[config.mk]
export PLATFORM = sky130hd
export DESIGN_NAME = serial_adder_flat
export DESIGN_NICKNAME = d
export VERILOG_FILES = /design/src/rtl/serial_adder_if.sv /design/src/rtl/serial_adder.sv /design/src/flat_wrapper.sv
export SDC_FILE = /design/constraint.sdc
export NUM_CORES = 1
export LEC_CHECK = 0
export ABC_AREA = 1
export BUFFER_PORTS_ARGS = -buffer_cell sky130_fd_sc_hd__buf_2
export CAP_MARGIN = 20
export CORE_ASPECT_RATIO = 1.2
export CORE_UTILIZATION = 34
export CTS_BUF_LIST = sky130_fd_sc_hd__clkbuf_8
export DETAILED_ROUTE_END_ITERATION = 12
export SLEW_MARGIN = 10
export SYNTH_ARGS = -nofsm -noshare
export SYNTH_HDL_FRONTEND = slang
export SYNTH_SLANG_ARGS = --single-unit
[constraint.sdc]
create_clock -name clk -period 1.49 [get_ports clk]
set_input_delay 0.298 -clock clk [delete_from_list [all_inputs] [get_ports clk]]
set_output_delay 0.298 -clock clk [all_outputs]
set_load 0.005 [all_outputs]
[src/rtl/serial_adder_if.sv]
// -----------------------------------------------------------------------------
// serial_adder_if
//   Bundles the operand and result handshakes of the bit-serial adder.
//
//   Signals (named from the adder's point of view):
//     in_valid  : operand request from the producer
//     in_ready  : adder can take operands (high only while idle)
//     a, b      : WIDTH-bit operands (unsigned or two's complement)
//     cin       : carry in
//     out_valid : sum/cout/ovf valid, held until accepted
//     out_ready : consumer takes the result
//     sum       : a+b+cin modulo 2^WIDTH
//     cout      : carry out of the MSB
//     ovf       : signed overflow (carry into MSB xor carry out)
//
//   Modports:
//     master : the producer/consumer side (drives operands, accepts results)
//     slave  : the adder side
// -----------------------------------------------------------------------------
interface serial_adder_if #(
   parameter int WIDTH = 8
);
   logic             in_valid;
   logic             in_ready;
   logic [WIDTH-1:0] a;
   logic [WIDTH-1:0] b;
   logic             cin;
   logic             out_valid;
   logic             out_ready;
   logic [WIDTH-1:0] sum;
   logic             cout;
   logic             ovf;

   modport master (
      output in_valid,
      output a,
      output b,
      output cin,
      output out_ready,
      input  in_ready,
      input  out_valid,
      input  sum,
      input  cout,
      input  ovf
   );

   modport slave (
      input  in_valid,
      input  a,
      input  b,
      input  cin,
      input  out_ready,
      output in_ready,
      output out_valid,
      output sum,
      output cout,
      output ovf
   );
endinterface

[src/rtl/serial_adder.sv]
// -----------------------------------------------------------------------------
// serial_adder
//   Bit-serial WIDTH-bit adder, LSB first, one bit per clock. Each bit passes
//   through a half-add stage (p = a^b, g = a&b) and a second half-add against
//   the carry register, which is then updated to g | (p & carry).
//
//   Ports:
//     clk   : clock, all state changes on the rising edge
//     rst_n : synchronous active-low reset
//     bus   : serial_adder_if slave modport (operand and result handshakes)
//
//   Timing: operands accepted at edge E are processed on edges E+1..E+WIDTH;
//   out_valid is high in the cycle after E+WIDTH and stays high until an edge
//   with out_ready=1. A new operation can be accepted on the following edge,
//   giving one operation per WIDTH+2 cycles under continuous flow.
// -----------------------------------------------------------------------------
module serial_adder #(
   parameter int WIDTH = 8
) (
   input  logic          clk,
   input  logic          rst_n,
   serial_adder_if.slave bus
);

   // Counter wide enough to hold WIDTH-1; at least one bit for WIDTH=1.
   localparam int CNT_W = (WIDTH > 1) ? $clog2(WIDTH) : 1;
   localparam logic [CNT_W-1:0] LAST_BIT = CNT_W'(WIDTH - 1);

   typedef enum logic [1:0] {
      IDLE = 2'd0,
      RUN  = 2'd1,
      DONE = 2'd2
   } state_t;

   state_t           state_q, state_d;
   logic [WIDTH-1:0] a_sr_q, a_sr_d;
   logic [WIDTH-1:0] b_sr_q, b_sr_d;
   logic [WIDTH-1:0] sum_q, sum_d;
   logic             carry_q, carry_d;
   logic             cout_q, cout_d;
   logic             ovf_q, ovf_d;
   logic [CNT_W-1:0] cnt_q, cnt_d;

   // Per-bit datapath on the current LSBs of the operand shift registers.
   logic p_bit;
   logic g_bit;
   logic s_bit;
   logic carry_nxt;

   assign p_bit     = a_sr_q[0] ^ b_sr_q[0];
   assign g_bit     = a_sr_q[0] & b_sr_q[0];
   assign s_bit     = p_bit ^ carry_q;
   assign carry_nxt = g_bit | (p_bit & carry_q);

   // -------------------------------------------------------------------------
   // State register
   // -------------------------------------------------------------------------
   always_ff @(posedge clk) begin
      if (!rst_n) begin
         state_q <= IDLE;
         a_sr_q  <= '0;
         b_sr_q  <= '0;
         sum_q   <= '0;
         carry_q <= 1'b0;
         cout_q  <= 1'b0;
         ovf_q   <= 1'b0;
         cnt_q   <= '0;
      end else begin
         state_q <= state_d;
         a_sr_q  <= a_sr_d;
         b_sr_q  <= b_sr_d;
         sum_q   <= sum_d;
         carry_q <= carry_d;
         cout_q  <= cout_d;
         ovf_q   <= ovf_d;
         cnt_q   <= cnt_d;
      end
   end

   // -------------------------------------------------------------------------
   // Next-state and datapath update
   // -------------------------------------------------------------------------
   always_comb begin
      state_d = state_q;
      a_sr_d  = a_sr_q;
      b_sr_d  = b_sr_q;
      sum_d   = sum_q;
      carry_d = carry_q;
      cout_d  = cout_q;
      ovf_d   = ovf_q;
      cnt_d   = cnt_q;

      case (state_q)
         IDLE: begin
            if (bus.in_valid) begin
               a_sr_d  = bus.a;
               b_sr_d  = bus.b;
               carry_d = bus.cin;
               cnt_d   = '0;
               state_d = RUN;
            end
         end

         RUN: begin
            // Sum shifts right with the new bit entering at the MSB; after
            // WIDTH edges every stale bit from the previous result is gone.
            sum_d              = sum_q >> 1;
            sum_d[WIDTH-1]     = s_bit;
            a_sr_d             = a_sr_q >> 1;
            b_sr_d             = b_sr_q >> 1;
            carry_d            = carry_nxt;
            cnt_d              = cnt_q + CNT_W'(1);
            if (cnt_q == LAST_BIT) begin
               // While the MSB is being processed, carry_q holds the carry
               // into the MSB (cin when WIDTH=1), so no separate capture
               // register is needed for the overflow term.
               cout_d  = carry_nxt;
               ovf_d   = carry_q ^ carry_nxt;
               state_d = DONE;
            end
         end

         DONE: begin
            if (bus.out_ready) begin
               state_d = IDLE;
            end
         end

         default: begin
            state_d = IDLE;
         end
      endcase
   end

   // -------------------------------------------------------------------------
   // Outputs: all driven from registers, no input-to-output paths
   // -------------------------------------------------------------------------
   assign bus.in_ready  = (state_q == IDLE);
   assign bus.out_valid = (state_q == DONE);
   assign bus.sum       = sum_q;
   assign bus.cout      = cout_q;
   assign bus.ovf       = ovf_q;

endmodule

[src/flat_wrapper.sv]
// flat-port wrapper written by rule: the top's interface ports become plain ports
module serial_adder_flat 
#(
   parameter int WIDTH = 8
)
  (clk, rst_n, bus_in_valid, bus_a, bus_b, bus_cin, bus_out_ready, bus_in_ready, bus_out_valid, bus_sum, bus_cout, bus_ovf);
  serial_adder_if #(.WIDTH(WIDTH)) bus_i ();
  input  logic clk;
  input  logic rst_n;
  input wire logic [$bits(bus_i.in_valid)-1:0] bus_in_valid;
  input wire logic [$bits(bus_i.a)-1:0] bus_a;
  input wire logic [$bits(bus_i.b)-1:0] bus_b;
  input wire logic [$bits(bus_i.cin)-1:0] bus_cin;
  input wire logic [$bits(bus_i.out_ready)-1:0] bus_out_ready;
  output wire logic [$bits(bus_i.in_ready)-1:0] bus_in_ready;
  output wire logic [$bits(bus_i.out_valid)-1:0] bus_out_valid;
  output wire logic [$bits(bus_i.sum)-1:0] bus_sum;
  output wire logic [$bits(bus_i.cout)-1:0] bus_cout;
  output wire logic [$bits(bus_i.ovf)-1:0] bus_ovf;
  assign bus_i.in_valid = bus_in_valid;
  assign bus_i.a = bus_a;
  assign bus_i.b = bus_b;
  assign bus_i.cin = bus_cin;
  assign bus_i.out_ready = bus_out_ready;
  assign bus_in_ready = bus_i.in_ready;
  assign bus_out_valid = bus_i.out_valid;
  assign bus_sum = bus_i.sum;
  assign bus_cout = bus_i.cout;
  assign bus_ovf = bus_i.ovf;
  serial_adder #(.WIDTH(WIDTH)) u_core (.clk(clk), .rst_n(rst_n), .bus(bus_i));
endmodule
Word-level counts from Yosys, hierarchy flattened. Cells that the tools add are included.

Bits in registers: 32. Input bits: 21. Output and inout bits: 12. Word-level logic and storage cells: 38.

Add/subtract/negate cells: 1. Equality and inequality tests: 6. Mux-type cells: 12. Bitwise logic cells: 6. Reduce and logical (&&, ||, !) cells: 5.

Operators with widths (number): 8-bit case mux with 2 select lines (2); 8-bit 2-to-1 mux (2); 2-bit 2-to-1 mux (3); 2-bit case mux with 3 select lines (1); 3-bit case mux with 2 select lines (1); 2-bit inequality test, second input constant (2); 2-bit AND reduction (2); 3-bit by 1-bit adder with 3-bit output, second input constant (1); 3-bit equality test, second input constant (1); 3-bit 2-to-1 mux (1); 3-bit AND reduction (1); 1-bit bitwise XOR (3); 1-bit AND (2); 2-bit by 1-bit equality test with 1-bit output, second input constant (1); 2-bit equality test, second input constant (1); 2-bit zero test (1); 2-bit by 1-bit inequality test with 1-bit output, second input constant (1); 1-bit case mux with 2 select lines (1); 2-bit nonzero test (1); 1-bit 2-to-1 mux (1); 1-bit OR (1).

Longest topological paths before layout.
Depth in word-level cells: 4. Mapped depth: 7. Depth with buffers taken out: 6.

Least setup slack after synthesis. Ideal clock, no wire load.

Path type: flip-flop to flip-flop. Start: reg u_core.carry_q. End: reg u_core.ovf_q (netlist: u_core.bus.ovf). Setup time: 113 ps. Arrival time: 1055 ps. Data required time: 1377 ps. Path slack: 322 ps. Stages on the path, launching flop included: 5. Path buffers: 0. Period minus slack after synthesis: 1168 ps. Cell sequence: dfxtp_1 -> fa_1 -> xor2_1 -> nor2_1 -> nor2_1.

Cells in the longest elaborated chain, start to end: 3.

Ends and longest elaborated chain: from (decl) (line serial_adder.sv:39) `logic carry_q, carry_d;`; from (signal assigned) (line serial_adder.sv:73) `carry_q <= carry_d;`; 1-bit AND (line serial_adder.sv:53) `assign carry_nxt = g_bit | (p_bit & carry_q);`; 1-bit OR (line serial_adder.sv:53); named net u_core.carry_nxt (line serial_adder.sv:48) `logic carry_nxt;`; 1-bit bitwise XOR (line serial_adder.sv:118) `ovf_d = carry_q ^ carry_nxt;`; to (signal assigned) (line serial_adder.sv:75) `ovf_q <= ovf_d;`; to (decl) (line serial_adder.sv:41) `logic ovf_q, ovf_d;`.

The timed path passes the listed nets, and every way through them passes these cells. A chain may end at the register's enable or synchronous reset.

Final worst setup path.
Start: reg u_core.state_q[1]. End: out bus_out_valid.

Cells in the longest elaborated chain, start to end: 1.

Ends and longest elaborated chain: from (decl) (line serial_adder.sv:35) `state_t state_q, state_d;`; from (signal assigned) (line serial_adder.sv:69) `state_q <= state_d;`; 2-bit equality test (line serial_adder.sv:139) `assign bus.out_valid = (state_q == DONE);`; to (decl) (line flat_wrapper.sv:16) `output wire logic [$bits(bus_i.out_valid)-1:0] bus_out_valid;`.

No other way between the ends.

==> impl_metrics.env <==
export IMPL_status="finished, final reports clean"
export IMPL_grt_remaining_overflow=0
export IMPL_vdd_drop_max_mv=0.536
export IMPL_synth_mux_area_share_pct=0
export IMPL_synth_distinct_cells=17
export IMPL_antenna_found_initial=0
export IMPL_synth_nets=261
export IMPL_fin_area_mm2=0.00178
export IMPL_required_ns=1.19
export IMPL_synth_compound_area_share_pct=5.36
export IMPL_num_antenna_cells=0
export IMPL_crit_chain="inv_2, nor2_1, buf_2"
export IMPL_dieWidth_um=62.5
export IMPL_setup_viol=0
export IMPL_drive_gt1_share_pct=16.4
export IMPL_postSynthAreaPerCell_um2=6.31
export IMPL_met2_usage_pct=27.2
export IMPL_relSlewSlack_pct=81.4
export IMPL_slowest_stage="dfxtp_1"
export IMPL_use_met3_pct=3.64
export IMPL_drtAntennaViolNets=0
export IMPL_period_share_pct=88.0
export IMPL_reg2reg_depth=4
export IMPL_synth_yosys_seq_area_share_pct=42.8
export IMPL_coreArea_mm2=0.00423
export IMPL_cts_sinks=32
export IMPL_drc=0
export IMPL_yosys_area_top_type_share_pct=42.8
export IMPL_layout_area_overhead_vs_synth_pct=18.8
export IMPL_cp_end_kind="output pin"
export IMPL_hpwl_mm=2.04
export IMPL_grt_pass1_wl_mm=5.44
export IMPL_slew_viol_final=0
export IMPL_globalRouteMet1Util_pct=16.9
export IMPL_track_usage_pct=15.1
export IMPL_die_h_um=74.6
export IMPL_hp_class="input port to register"
export IMPL_worstSetupPathType="register to output pin"
export IMPL_synthTopCellsByArea="dfxtp_1 (43%), nand2_1 (19%), nor2_1 (18%), inv_1 (6.0%), o21ai_0 (3.0%)"
export IMPL_via_per_inst=4.24
export IMPL_cts_setup_buffers=0
export IMPL_synth_edff_count=0
export IMPL_async_reset_ff_share_pct=0
export IMPL_dieArea_mm2=0.00467
export IMPL_h_tree_depth=2
export IMPL_worstPathArrival_ns=1.01
export IMPL_cts_repair_resized=0
export IMPL_wire_per_inst_um=9.00
export IMPL_cp_num_buf_inv=2
export IMPL_nNetsFinal=295
export IMPL_clk_pin_slew_worst_paths_ns=0.06
export IMPL_clk_path_buf_depth=2
export IMPL_placed_area_mm2=0.00171
export IMPL_initial_core_util_pct=35.4
export IMPL_slowest_delay_ns=0.37
export IMPL_powerDensity_mw_per_mm2=1040
export IMPL_grt_busiest_layer="met2"
export IMPL_drtPass1Iterations=4
export IMPL_finalHoldViolCount=0
export IMPL_grt_max_degree=25
export IMPL_cp_num_cells=3
export IMPL_clock_latency_ns=0.27
export IMPL_routed_wl_mm=2.93
export IMPL_io_buffers=32
export IMPL_routabilityCongestion=0.677
export IMPL_cp_max_fo=4
export IMPL_max_freq_mhz=763
export IMPL_synth_warnings=0
export IMPL_yosys_area_top_type="dfxtp_1"
export IMPL_synth_seq_cells=32
export IMPL_root_buffer="clkbuf_8"
export IMPL_via_count=1377
export IMPL_cts_tree="built"
export IMPL_fin_crit_ns=1.31
export IMPL_timing_hold_ws_ns=0.285
export IMPL_netlist_area_mm2=0.00150
export IMPL_synth_fa_ha_area_share_pct=3.01
export IMPL_synth_common_cells="nand2_1 (76), nor2_1 (70), dfxtp_1 (32), inv_1 (24), o21ai_0 (9)"
export IMPL_tightest_slew_ns=0.279
export IMPL_holdPathStages=4
export IMPL_leakage_nw=0.941
export IMPL_synth_top_family_by_area="simple AND/OR/NAND/NOR gates"
export IMPL_synth_cells=237
export IMPL_cap_viol_max_count=0
export IMPL_setup_tns_ns=0
export IMPL_fp_row_count=26
export IMPL_drtIter0Drc=77
export IMPL_yosysMostFrequentCell="nand2_1"
export IMPL_grt_pass1_vias=1319
export IMPL_synthSimpleGateAreaFrac_pct=37.7
export IMPL_cts_made_buffers=5
export IMPL_critical_path_top_delay_family="flip-flops"
export IMPL_synth_xor_area_share_pct=0.586
export IMPL_postCtsHoldBufs=0
export IMPL_synthFlopType="dfxtp_1"
export IMPL_rsz0062_at_grt="false"
export IMPL_io_pins=33
export IMPL_finalClockSkew_ns=0.00367
export IMPL_critPathLaunchType="register"
export IMPL_fillers=482
[state kept, by name, indices dropped and copies added, names as in the netlist]
register and count:
u_core.a_sr_q 8, u_core.b_sr_q 8, u_core.bus.sum 8, u_core.cnt_q 3, u_core.state_q 2, u_core.bus.cout 1
u_core.bus.ovf 1, u_core.carry_q 1
[cell families (layout without fill, tap and decap cells)]
group,after synthesis,in the layout
AO/OA/AOI/OAI,16,16
XOR/XNOR,1,1
adder cells (fa/ha/maj),3,3
buffers and inverters,36,68
flip-flops,32,32
AND/OR/NAND/NOR,149,149
[final timing paths]
path | startpoint | slack (ns) | to
worst max-delay path | u_core.state_q[1]$_SDFFE_PN0P_ | 0.18 | bus_out_valid
worst min-delay path | bus_out_ready | 0.28 | u_core.state_q[1]$_SDFFE_PN0P_
worst max register to register | u_core.carry_q$_SDFFE_PN0P_ | 0.28 | u_core.bus.ovf$_SDFFE_PN0P_
worst min register to register | u_core.b_sr_q[7]$_SDFFE_PN0P_ | 0.46 | u_core.b_sr_q[7]$_SDFFE_PN0P_
[worst register-to-register path: cells and delay by family, from the launching register on]
family        cells  cell delay (ns)
xor+xnor          1             0.16
fa+ha+maj         1             0.48
flops             1             0.34
simple gates      2             0.13
[metal layers]
layer,vias to the layer above,share of wire (%),wire length (um)
met1,580,48,1400
met4,0,1.3,38
met5,-,0,0
met3,5,4.2,122
met2,29,47,1370
li1,763,-,-
[placed cells by master (no fill, tap or decap), drive strengths merged]
cell type and instances:
nand2 76, nor2 70, buf 38, dfxtp 32
inv 25, o21ai 10, a21oi 6, clkbuf 5
nand3 2, ha 2, or2 1, xor2 1
fa 1
[stage by stage]
step	power (mW)	setup slack (ns)	cells	utilization, %
floorplan	1.20	0.322	237	-
global placement	1.29	0.291	320	40.4
detailed placement	1.30	0.276	320	40.4
CTS	1.88	0.171	325	42.0
global route	1.98	0.0968	325	42.0
finish	1.85	0.179	325	42.0
[where the power goes]
part | switching, mW | internal [mW] | total (mW)
registers | 0.0317 | 0.923 | 0.954
clock network | 0.272 | 0.300 | 0.572
logic | 0.188 | 0.132 | 0.320
total | 0.492 | 1.35 | 1.85
[cell type report]
| cell class | instances | area (um^2) | area share, % |
|---|---|---|---|
| inverters | 25 | 93.8 | 5.28 |
| repair buffers | 38 | 205 | 11.5 |
| multi-input cells | 169 | 698 | 39.3 |
| flip-flops and latches | 32 | 641 | 36.1 |
| well taps | 56 | 70.1 | 3.94 |
| clock buffers | 5 | 68.8 | 3.87 |
Note: power is estimated with default switching activity, not from simulation.
